--- config.mk ---
export PLATFORM = sky130hd
export DESIGN_NAME = tlbelo_csr_bank
export DESIGN_NICKNAME = d
export VERILOG_FILES = /design/src/rtl/tlb_pkg.sv /design/src/rtl/tlbelo_reg.sv /design/src/rtl/tlbelo_csr_bank.sv
export SDC_FILE = /design/constraint.sdc
export NUM_CORES = 1
export LEC_CHECK = 0
export CORE_MARGIN = 2
export CORE_UTILIZATION = 34
export DETAILED_ROUTE_END_ITERATION = 6
export GPL_ROUTABILITY_DRIVEN = 0
export HOLD_SLACK_MARGIN = 0.08
export PLACE_DENSITY = 0.92
export SLEW_MARGIN = 20
export SYNTH_ARGS = -nofsm -noshare
export SYNTH_HDL_FRONTEND = slang
export SYNTH_SLANG_ARGS = --single-unit
--- constraint.sdc ---
create_clock -name clk -period 1.8 [get_ports clk]
set_input_delay 0.36 -clock clk [delete_from_list [all_inputs] [get_ports clk]]
set_output_delay 0.36 -clock clk [all_outputs]
set_load 0.03 [all_outputs]
--- src/rtl/tlb_pkg.sv ---
// tlb_pkg: shared TLBELO field layout, write mask helper and TLBRD FSM encoding
package tlb_pkg;

   localparam int V_BIT   = 0;
   localparam int D_BIT   = 1;
   localparam int PLV_LSB = 2;
   localparam int MAT_LSB = 4;
   localparam int G_BIT   = 6;
   localparam int PPN_LSB = 8;

   // Full-width view of an EntryLo at PALEN=32; narrower PALEN zeroes upper PPN bits
   typedef struct packed {
      logic [3:0]  rsv_hi;
      logic [19:0] ppn;
      logic        rsv7;
      logic        g;
      logic [1:0]  mat;
      logic [1:0]  plv;
      logic        d;
      logic        v;
   } tlbelo_t;

   typedef enum logic [0:0] {IDLE = 1'b0, REQ = 1'b1} fsm_t;

   // Writable bits: V..G in [6:0] plus PPN in [PALEN-5:8]; bit 7 and bits above PPN stay 0
   function automatic logic [31:0] wr_mask(input int palen);
      return ((32'd1 << (palen - 4)) - 32'd1) & ~32'h0000_0080;
   endfunction

endpackage

--- src/rtl/tlbelo_reg.sv ---
// tlbelo_reg: one EntryLo register with masked CSR write and a higher-priority load port
module tlbelo_reg
   import tlb_pkg::*;
#(
   parameter int PALEN = 32
) (
   input  logic        clk,
   input  logic        rst_n,
   input  logic        we,
   input  logic [31:0] wdata,
   input  logic [31:0] wmask,
   input  logic        ld,
   input  logic [31:0] ld_data,
   output logic [31:0] q
);

   localparam logic [31:0] WR_MASK = wr_mask(PALEN);

   // Load beats CSR write; reserved bits are stripped on every update
   always_ff @(posedge clk) begin
      if (!rst_n) q <= '0;
      else if (ld) q <= ld_data & WR_MASK;
      else if (we) q <= ((q & ~wmask) | (wdata & wmask)) & WR_MASK;
   end

endmodule

--- src/rtl/tlbelo_csr_bank.sv ---
// tlbelo_csr_bank: NUM_LO EntryLo CSRs with CSR access and TLBRD load handshake
// TLBELO_CSRXCHG_EN: when defined csr_wmask is honoured (csrxchg); otherwise writes use an all-ones mask
module tlbelo_csr_bank
   import tlb_pkg::*;
#(
   parameter  int PALEN     = 32,
   parameter  int NUM_LO    = 2,
   parameter  int TLB_IDX_W = 4,
   localparam int SEL_W     = (NUM_LO > 1) ? $clog2(NUM_LO) : 1,
   localparam int PPN_W     = PALEN - 12
) (
   input  logic                    clk,
   input  logic                    rst_n,
   input  logic                    csr_we,
   input  logic [SEL_W-1:0]        csr_sel,
   input  logic [31:0]             csr_wdata,
   input  logic [31:0]             csr_wmask,
   output logic [31:0]             csr_rdata,
   input  logic                    tlbrd_start,
   input  logic [TLB_IDX_W-1:0]    tlbrd_idx,
   output logic                    tlb_rd_req,
   output logic [TLB_IDX_W-1:0]    tlb_rd_idx,
   input  logic                    tlb_rd_ack,
   input  logic                    tlb_rd_e,
   input  logic [NUM_LO*PPN_W-1:0] tlb_rd_ppn,
   input  logic [NUM_LO*6-1:0]     tlb_rd_flags,
   input  logic                    tlb_rd_g,
   output logic                    tlbrd_busy,
   output logic                    tlbrd_done,
   output logic [NUM_LO*32-1:0]    tlbelo_flat
);

   fsm_t        state;
   logic        ld;
   logic [31:0] mask;
   logic [31:0] q [NUM_LO];

`ifdef TLBELO_CSRXCHG_EN
   assign mask = csr_wmask;
`else
   logic unused_wmask;
   assign unused_wmask = ^csr_wmask;
   assign mask = '1;
`endif

   assign ld         = (state == REQ) && tlb_rd_ack;
   assign tlb_rd_req = (state == REQ);
   assign tlbrd_busy = (state != IDLE);
   assign csr_rdata  = (32'(csr_sel) < NUM_LO) ? q[csr_sel] : '0;

   // TLBRD handshake: latch index on start, hold req until ack, pulse done on the load edge
   always_ff @(posedge clk) begin
      if (!rst_n) begin
         state      <= IDLE;
         tlb_rd_idx <= '0;
         tlbrd_done <= 1'b0;
      end else begin
         tlbrd_done <= ld;
         if (state == IDLE && tlbrd_start) begin
            state      <= REQ;
            tlb_rd_idx <= tlbrd_idx;
         end else if (ld) state <= IDLE;
      end
   end

   for (genvar k = 0; k < NUM_LO; k++) begin : g_lo
      logic [31:0] ld_data;
      assign ld_data = tlb_rd_e ? 32'({tlb_rd_ppn[k*PPN_W +: PPN_W], 1'b0, tlb_rd_g, tlb_rd_flags[k*6 +: 6]}) : 32'd0;
      tlbelo_reg #(.PALEN(PALEN)) u_reg (
         .clk    (clk),
         .rst_n  (rst_n),
         .we     (csr_we && csr_sel == SEL_W'(k)),
         .wdata  (csr_wdata),
         .wmask  (mask),
         .ld     (ld),
         .ld_data(ld_data),
         .q      (q[k])
      );
      assign tlbelo_flat[32*k +: 32] = q[k];
   end

endmodule

==> impl_results.rst, run 1 <==
.. list-table::
   :header-rows: 1

   * - Metric
     - Value
   * - DRC violations left
     - 0
   * - Clock root buffer
     - clkbuf_8
   * - Crit-path max FO
     - 3
   * - Number of placement rows
     - 34
   * - Pin count of the biggest net entering global routing
     - 35
   * - Routed WL per cell
     - 18.1 um
   * - Starting utilization of the core area
     - 0.346
   * - Commonest non-fill, non-tap cells in the layout
     - clkdlybuf4s50_1, dfxtp_1, o21ai_0
   * - Utilization after layout
     - 0.594
   * - First DRT Iteration DRCs
     - 135
   * - Average size of a mapped cell
     - 9.28 sq um
   * - Core area
     - 8590 sq um
   * - Cell type group with the largest total delay on the critical path
     - buffers and inverters
   * - Count of antenna-violating nets left after detailed routing
     - 0
   * - Area enclosed by the die boundary
     - 9500 sq um
   * - CTS Buffer Depth
     - 2
   * - TritonCTS buffer count
     - 9
   * - Final Worst Setup Slack
     - 0.0403 ns
   * - Number of instances in the synthesized netlist
     - 320
   * - Number of slew-limit violations in the final report
     - 0
   * - Slowest library cell on the worst path
     - clkdlybuf4s50_1
   * - Most common cell after layout, fill and taps aside
     - clkdlybuf4s50_1
   * - Switching part of the total
     - 0.343
   * - Cell breakdown of the critical path
     - clkdlybuf4s50_1
   * - GR Layer Usage met2
     - 0.382
   * - Period utilization
     - 0.978
   * - Share of power burned in the clock network
     - 0.265
   * - Detailed-route via count
     - 3338
   * - Clk_lat worst skew
     - 0.33 ns
   * - Routing layer with the top usage in global route
     - met2
   * - Proportion of power drawn by combinational gates
     - 0.356
   * - Number of warning messages in the yosys log
     - 0
   * - Proportion of layout cells with a drive suffix above 1
     - 0.204
   * - Number of nets at the end of the flow
     - 625
   * - Grt met3 use
     - 0.0532
   * - Element type at the critical path start
     - flip-flop
   * - Highest achievable clock rate
     - 568 MHz
   * - Delay of the slowest cell on the worst path
     - 0.69 ns
   * - Unique masters post-synth
     - 23
   * - Crit path required time
     - 1.44 ns
   * - Cell area after technology mapping
     - 2970 sq um
   * - Vias per Instance
     - 5.48
   * - Estimated wirelength of the detail-placed design
     - 7870 um
   * - Power share of the sequential group
     - 0.380
   * - Vias in the first global route
     - 3302
   * - Initial antenna violation count
     - 0
   * - Total power after layout
     - 4070 uW
   * - NetSw
     - 1400 uW
   * - Global-route wire length before repair
     - 16800 um
   * - Path type of the worst min-delay path
     - reg -> reg
   * - Outcome
     - completed
   * - Setup skew after layout
     - 0.00819 ns
   * - Synth Register Bits
     - 60
   * - CTS tree
     - built
   * - Die extent in y
     - 97.5 um
   * - Data arrival time of the worst path
     - 1.40 ns
   * - Element type at the critical path end
     - output port
   * - I/O pin count
     - 231
   * - Worst hold margin
     - 0.535 ns
   * - Final Hold Violating Endpoints
     - 0
   * - Critical Setup Path Class
     - reg -> out
   * - Met1 GRT Util
     - 0.254
   * - Tightest Pin Transition
     - 0.536 ns
   * - Diode count
     - 0
   * - I/O Buffers
     - 178
   * - Gr ovfl total
     - 0
   * - Number of setup buffers added after CTS
     - 0
   * - Area added between synthesis and finish
     - 72.0%
   * - Proportion of synthesized chip area in sequential cells
     - 0.405
   * - CTS clk-pin slew, worst paths
     - 0.07 ns
   * - Die boundary width
     - 97.5 um
   * - Int Pwr
     - 2670 uW
   * - Total buffers and inverters traversed by the critical path
     - 1
   * - Final Critical Period
     - 1.76 ns
   * - Global-route usage over all layers
     - 0.220
   * - Headroom to the max-slew limit
     - 0.642
   * - Wire length after detailed routing
     - 11000 um
   * - H-tree levels
     - 3
   * - Number of endpoints failing setup at the final stage
     - 0
   * - Detailed Routing Iterations Pass 1
     - 4
   * - Max-capacitance violation count
     - 0
   * - Post-place setup slack
     - -0.643 ns
   * - Total power density per cell area
     - 798 nW/um^2
   * - Worst-case vdd ir drop
     - 0.000342 V
   * - Sinks on the clock net
     - 60
   * - P_leak
     - 0.00211 uW
   * - Unrepaired setup endpoints after global routing
     - no
[metrics by stage]
stage / instance area (sq um) / instances / setup TNS [ns]
finish: 5110 / 609 / 0
global route: 5110 / 609 / 0
CTS: 5090 / 609 / 0
detailed placement: 4860 / 593 / -28.41
global placement: 4860 / 593 / -26.41
floorplan: 3020 / 334 / 0
[final cells by class]
| class | count | area, sq um |
|---|---|---|
| clock buffer | 11 | 151 |
| clock inverter | 4 | 25.0 |
| fill | 710 | 3490 |
| multi-input combinational | 223 | 1520 |
| sequential | 60 | 1200 |
| tap | 108 | 135 |
| timing repair buffer | 203 | 2080 |
[state kept, by name, summed over array words and instances, names as in the netlist]
name	flops
g_lo.u_reg.q	54
tlb_rd_idx	4
tlb_rd_req	1
tlbrd_done	1
[kinds of logic after synthesis]
family / after synthesis / synth area share
compound gates: 137 / 0.314
buf+inv: 51 / 0.105
flops: 60 / 0.405
mux: 31 / 0.116
other cells: 1 / 0.00126
simple gates: 40 / 0.0603
[final timing paths]
| check | start | endpoint | slack, ns | cells after the start |
|---|---|---|---|---|
| worst min register to register | tlb_rd_idx[0] | tlb_rd_idx[0] | 0.53 | 2 |
| worst max register to register | tlb_rd_req | g_lo[1].u_reg.q[22] | 0.32 | 5 |
| worst min-delay path | tlb_rd_idx[0] | tlb_rd_idx[0] | 0.53 | 2 |
| worst max-delay path | g_lo[1].u_reg.q[26] | tlbelo_flat[58] | 0.04 | 1 |
[cells in the mapped netlist]
cell type  count  area [sq um]
a21oi_1       26           130
a221oi_1      26           228
a22o_2         1          10.0
a22oi_1       26           195
a22oi_2        1          12.5
a31oi_1        2          12.5
and2_4         1          8.76
and3_1         2          12.5
buf_2         11          55.1
buf_4         20           150
buf_6          4          45.0
clkbuf_1      16          60.1
conb_1         1          3.75
dfxtp_1       60          1200
mux2_2        27           304
mux2i_1        4          40.0
nand2_1        2          7.51
nand3_1        1          5.00
nor2_1        27           101
nor2b_1        6          37.5
o21ai_0       28           140
o31ai_1       27           203
or2_1          1          6.26
[per-layer routing]
layer / up-vias / routed length (um)
met5: - / 0
met3: 22 / 958
met1: 1572 / 4310
met4: 0 / 286
met2: 200 / 5480
li1: 1544 / -
[power by group through the flow]
stage               clock (uW)  combinational [uW]  sequential (uW)
global route              1170                1520             1560
detailed placement           0                1460             1570
CTS                       1110                1450             1540
finish                    1080                1450             1550
floorplan                    0                 576             1780
global placement             0                1420             1570
[repair_timing]
item / in CTS / in global routing
cloned: 1 / 0
hold buffers: 0 / 0
resized for setup: 90 / 7
endpoints found under the setup margin: 32 / 8
No activity file was read; power rests on OpenSTA's default activity.
==> run 2: changes to the inputs <==
SLEW_MARGIN = 10   (was 20)
==> results of run 2 <==
Final layout, timing and power as in run 1 (identical DEF).
==> run 3: changes to the inputs <==
ABC_AREA = 1   (was unset)
CORE_UTILIZATION = 37   (was 34)
==> run 3 against run 2 <==
Effect of this change:
- synthesized area grew 18%
- flip-flop and latch count is the same
- highest routed layer unchanged
- sequential power is essentially flat
- largest power group is now combinational logic
==> impl_results.rst, run 3 <==
.. list-table::
   :header-rows: 1

   * - Metric
     - Value
   * - Outcome
     - completed
   * - Post-CTS sizing
     - 0 (-100%)
   * - Number of flip-flops under the largest register name
     - 54 (unchanged)
   * - Initial antenna violation count
     - 0 (unchanged)
   * - Cell type group with the largest total delay on the critical path
     - buffers and inverters
   * - Global-route usage over all layers
     - 0.212 (-0.00765)
   * - Design Area, Final
     - 5480 sq um (+7.4%)
   * - Average size of a mapped cell
     - 5.83 sq um (-37%)
   * - DRC violations left
     - 0 (unchanged)
   * - Unrepaired setup endpoints after global routing
     - no
   * - Core area
     - 9200 sq um (+7.0%)
   * - Period utilization
     - 0.968 (-0.00992)
   * - Slowest library cell on the worst path
     - clkdlybuf4s50_1
   * - Data arrival time of the worst path
     - 1.38 ns (-0.02 ns)
   * - Largest area contributor in the synthesized netlist
     - dfxtp_1
   * - Power share of the sequential group
     - 0.369 (-0.011)
   * - Cell breakdown of the critical path
     - clkdlybuf4s50_1
   * - Worst-case vdd ir drop
     - 0.000371 V (+8.5%)
   * - Element type at the critical path start
     - flip-flop
   * - Clock root buffer
     - clkbuf_8
   * - Number of warning messages in the yosys log
     - 0 (unchanged)
   * - Int Pwr
     - 2630 uW (-1.7%)
   * - Area enclosed by the die boundary
     - 10200 sq um (+7.8%)
   * - I/O Buffers
     - 178 (unchanged)
   * - Wire length after detailed routing
     - 10900 um (-1.2%)
   * - Proportion of power drawn by combinational gates
     - 0.371 (+0.015)
   * - CTS tree
     - built
   * - Number of slew-limit violations in the final report
     - 0 (unchanged)
   * - Top cell type's share of synthesized area
     - 0.344 (-0.0608)
   * - Total buffers and inverters traversed by the critical path
     - 1 (unchanged)
   * - Estimated wirelength of the detail-placed design
     - 8030 um (+2.0%)
   * - Synth Register Bits
     - 60 (unchanged)
   * - Commonest non-fill, non-tap cells in the layout
     - nand2_1, nor2_1, clkdlybuf4s50_1
   * - Element type at the critical path end
     - output port
   * - Synth async-reset ratio
     - 0 (unchanged)
   * - Diode count
     - 0 (unchanged)
   * - Cell area after technology mapping
     - 3490 sq um (+18%)
   * - Proportion of synthesized chip area in sequential cells
     - 0.344 (-0.0608)
   * - Detailed-route via count
     - 4045 (+21%)
   * - Switching part of the total
     - 0.363 (+0.0197)
   * - I/O pin count
     - 231 (unchanged)
   * - Die boundary width
     - 101 um (+3.8%)
   * - P_leak
     - 0.00260 uW (+23%)
   * - First DRT Iteration DRCs
     - 138 (+2.2%)
   * - Quantity of hold-fixing buffers added after cts
     - 0 (unchanged)
   * - Pin count of the biggest net entering global routing
     - 61 (+74%)
   * - Area of placed instances
     - 5290 sq um (+8.9%)
   * - Final sum of negative setup slack
     - 0 ns (unchanged)
   * - Starting utilization of the core area
     - 0.380 (+0.0345)
   * - Vias per Instance
     - 4.61 (-16%)
   * - Most numerous cell types in the synthesized netlist
     - nand2_1, nor2_1, dfxtp_1
   * - CTS clk-pin slew, worst paths
     - 0.08 ns (about the same)
   * - Number of endpoints failing setup at the final stage
     - 0 (unchanged)
   * - Unique masters post-synth
     - 18 (-22%)
   * - Crit path required time
     - 1.44 ns (about the same)
   * - Number of placement rows
     - 35 (+2.9%)
   * - Number of setup buffers added after CTS
     - 0 (unchanged)
   * - Routed WL per cell
     - 12.4 um (-31%)
   * - Critical Setup Path Class
     - reg -> out
   * - TritonCTS buffer count
     - 9 (unchanged)
   * - Delay of the slowest cell on the worst path
     - 0.71 ns (+0.02 ns)
   * - NetSw
     - 1500 uW (+7.1%)
   * - Regs by FF count
     - g_lo.u_reg.q x54, tlb_rd_idx x4
   * - Global-route wire length before repair
     - 17400 um (+3.4%)
   * - Most common cell after layout, fill and taps aside
     - nand2_1
   * - Final Hold Violating Endpoints
     - 0 (unchanged)
   * - CTS Buffer Depth
     - 2 (unchanged)
   * - Dominant register cell in the synthesized netlist
     - dfxtp_1
   * - Count of antenna-violating nets left after detailed routing
     - 0 (unchanged)
   * - Most flop-heavy register
     - g_lo.u_reg.q
   * - Gr ovfl total
     - 0 (unchanged)
   * - Share of power burned in the clock network
     - 0.260 (-0.005)
   * - Highest achievable clock rate
     - 574 MHz (+1.0%)
   * - Number of nets at the end of the flow
     - 889 (+42%)
   * - Max-capacitance violation count
     - 0 (unchanged)
   * - Clk_lat worst skew
     - 0.33 ns (about the same)
   * - Detailed Routing Iterations Pass 1
     - 5 (+1)
   * - Setup skew after layout
     - 0.0135 ns (+0.00535 ns)
   * - Proportion of layout cells with a drive suffix above 1
     - 0.0875 (-0.116)
   * - Number of instances in the synthesized netlist
     - 599 (+87%)
   * - Number of synthesized flops with an enable pin
     - 0 (unchanged)
   * - Sinks on the clock net
     - 60 (unchanged)
   * - H-tree levels
     - 3 (unchanged)
   * - Area added between synthesis and finish
     - 56.9%
   * - Final Critical Period
     - 1.74 ns (-0.0179 ns)
   * - Die extent in y
     - 101 um (+3.8%)
   * - Vias in the first global route
     - 3730 (+13%)
   * - Total power density per cell area
     - 753 nW/um^2 (-5.6%)
   * - Crit-path max FO
     - 3 (unchanged)
   * - Path type of the worst min-delay path
     - in -> reg
   * - Area contributors post-synth
     - dfxtp_1, nand2_1, nor2_1
   * - Dominant cell by count in the synthesized netlist
     - nand2_1
## run 3: changes by cell type in the layout (fill, tap and decap cells not counted), sizes merged, moves of 30 or more
| cell | before | now |
|---|---|---|
| nand2 | 2 | 194 |
| inv | 0 | 33 |
| nor2 | 27 | 167 |
| o21ai | 28 | 58 |
## run 3: final cells by class
type	count	area, sq um
multi-input cells	464	1890
clock inverters	6	40.0
inverters	33	126
clock buffers	10	138
well taps	111	139
fillers	867	3710
repair buffers	193	1950
flip-flops and latches	60	1200
## run 3: power by group through the flow
| stage | Sequential, uW | Clock, uW | Combinational [uW] |
|---|---|---|---|
| after floorplan | 1780 | 0 | 660 |
| after global placement | 1550 | 0 | 1520 |
| after detailed placement | 1550 | 0 | 1540 |
| after CTS | 1520 | 1120 | 1540 |
| after global routing | 1540 | 1170 | 1660 |
| final | 1520 | 1070 | 1530 |
## run 3: through the flow
step / hold slack [ns] / instances / setup slack (ns) / power (uW) / utilization
floorplan: 0.495 / 613 / 0.0341 / 2440 / -
global placement: 0.495 / 861 / 0.0639 / 3070 / 0.576
detailed placement: 0.504 / 861 / 0.0447 / 3090 / 0.576
CTS: 0.474 / 877 / 0.0106 / 4180 / 0.595
global route: 0.503 / 877 / 0.00171 / 4370 / 0.596
finish: 0.488 / 877 / 0.0581 / 4130 / 0.596
## run 3: path summary, 6_finish.rpt
kind | start | end | slack, ns | depth (start not counted)
min reg2reg | tlb_rd_idx[2] | tlb_rd_idx[2] | 0.52 | 2
max | g_lo[1].u_reg.q[18] | tlbelo_flat[50] | 0.06 | 1
max reg2reg | tlb_rd_req | g_lo[1].u_reg.q[22] | 0.49 | 7
min | rst_n | tlbrd_done | 0.49 | 4
## run 3: cell families after synthesis
group,count (synthesis),synth area share
buf+inv,89,0.132
flops,60,0.344
other cells,1,0.00107
compound gates,60,0.0859
simple gates,389,0.437
## run 3: layer usage
| layer | vias to the layer above | GRT usage | share of wire |
|---|---|---|---|
| li1 | 2118 | - | - |
| met1 | 1754 | 0.259 | 0.42 |
| met2 | 151 | 0.367 | 0.50 |
| met3 | 22 | 0.0366 | 0.061 |
| met4 | 0 | 0.0936 | 0.026 |
| met5 | - | 0 | 0 |
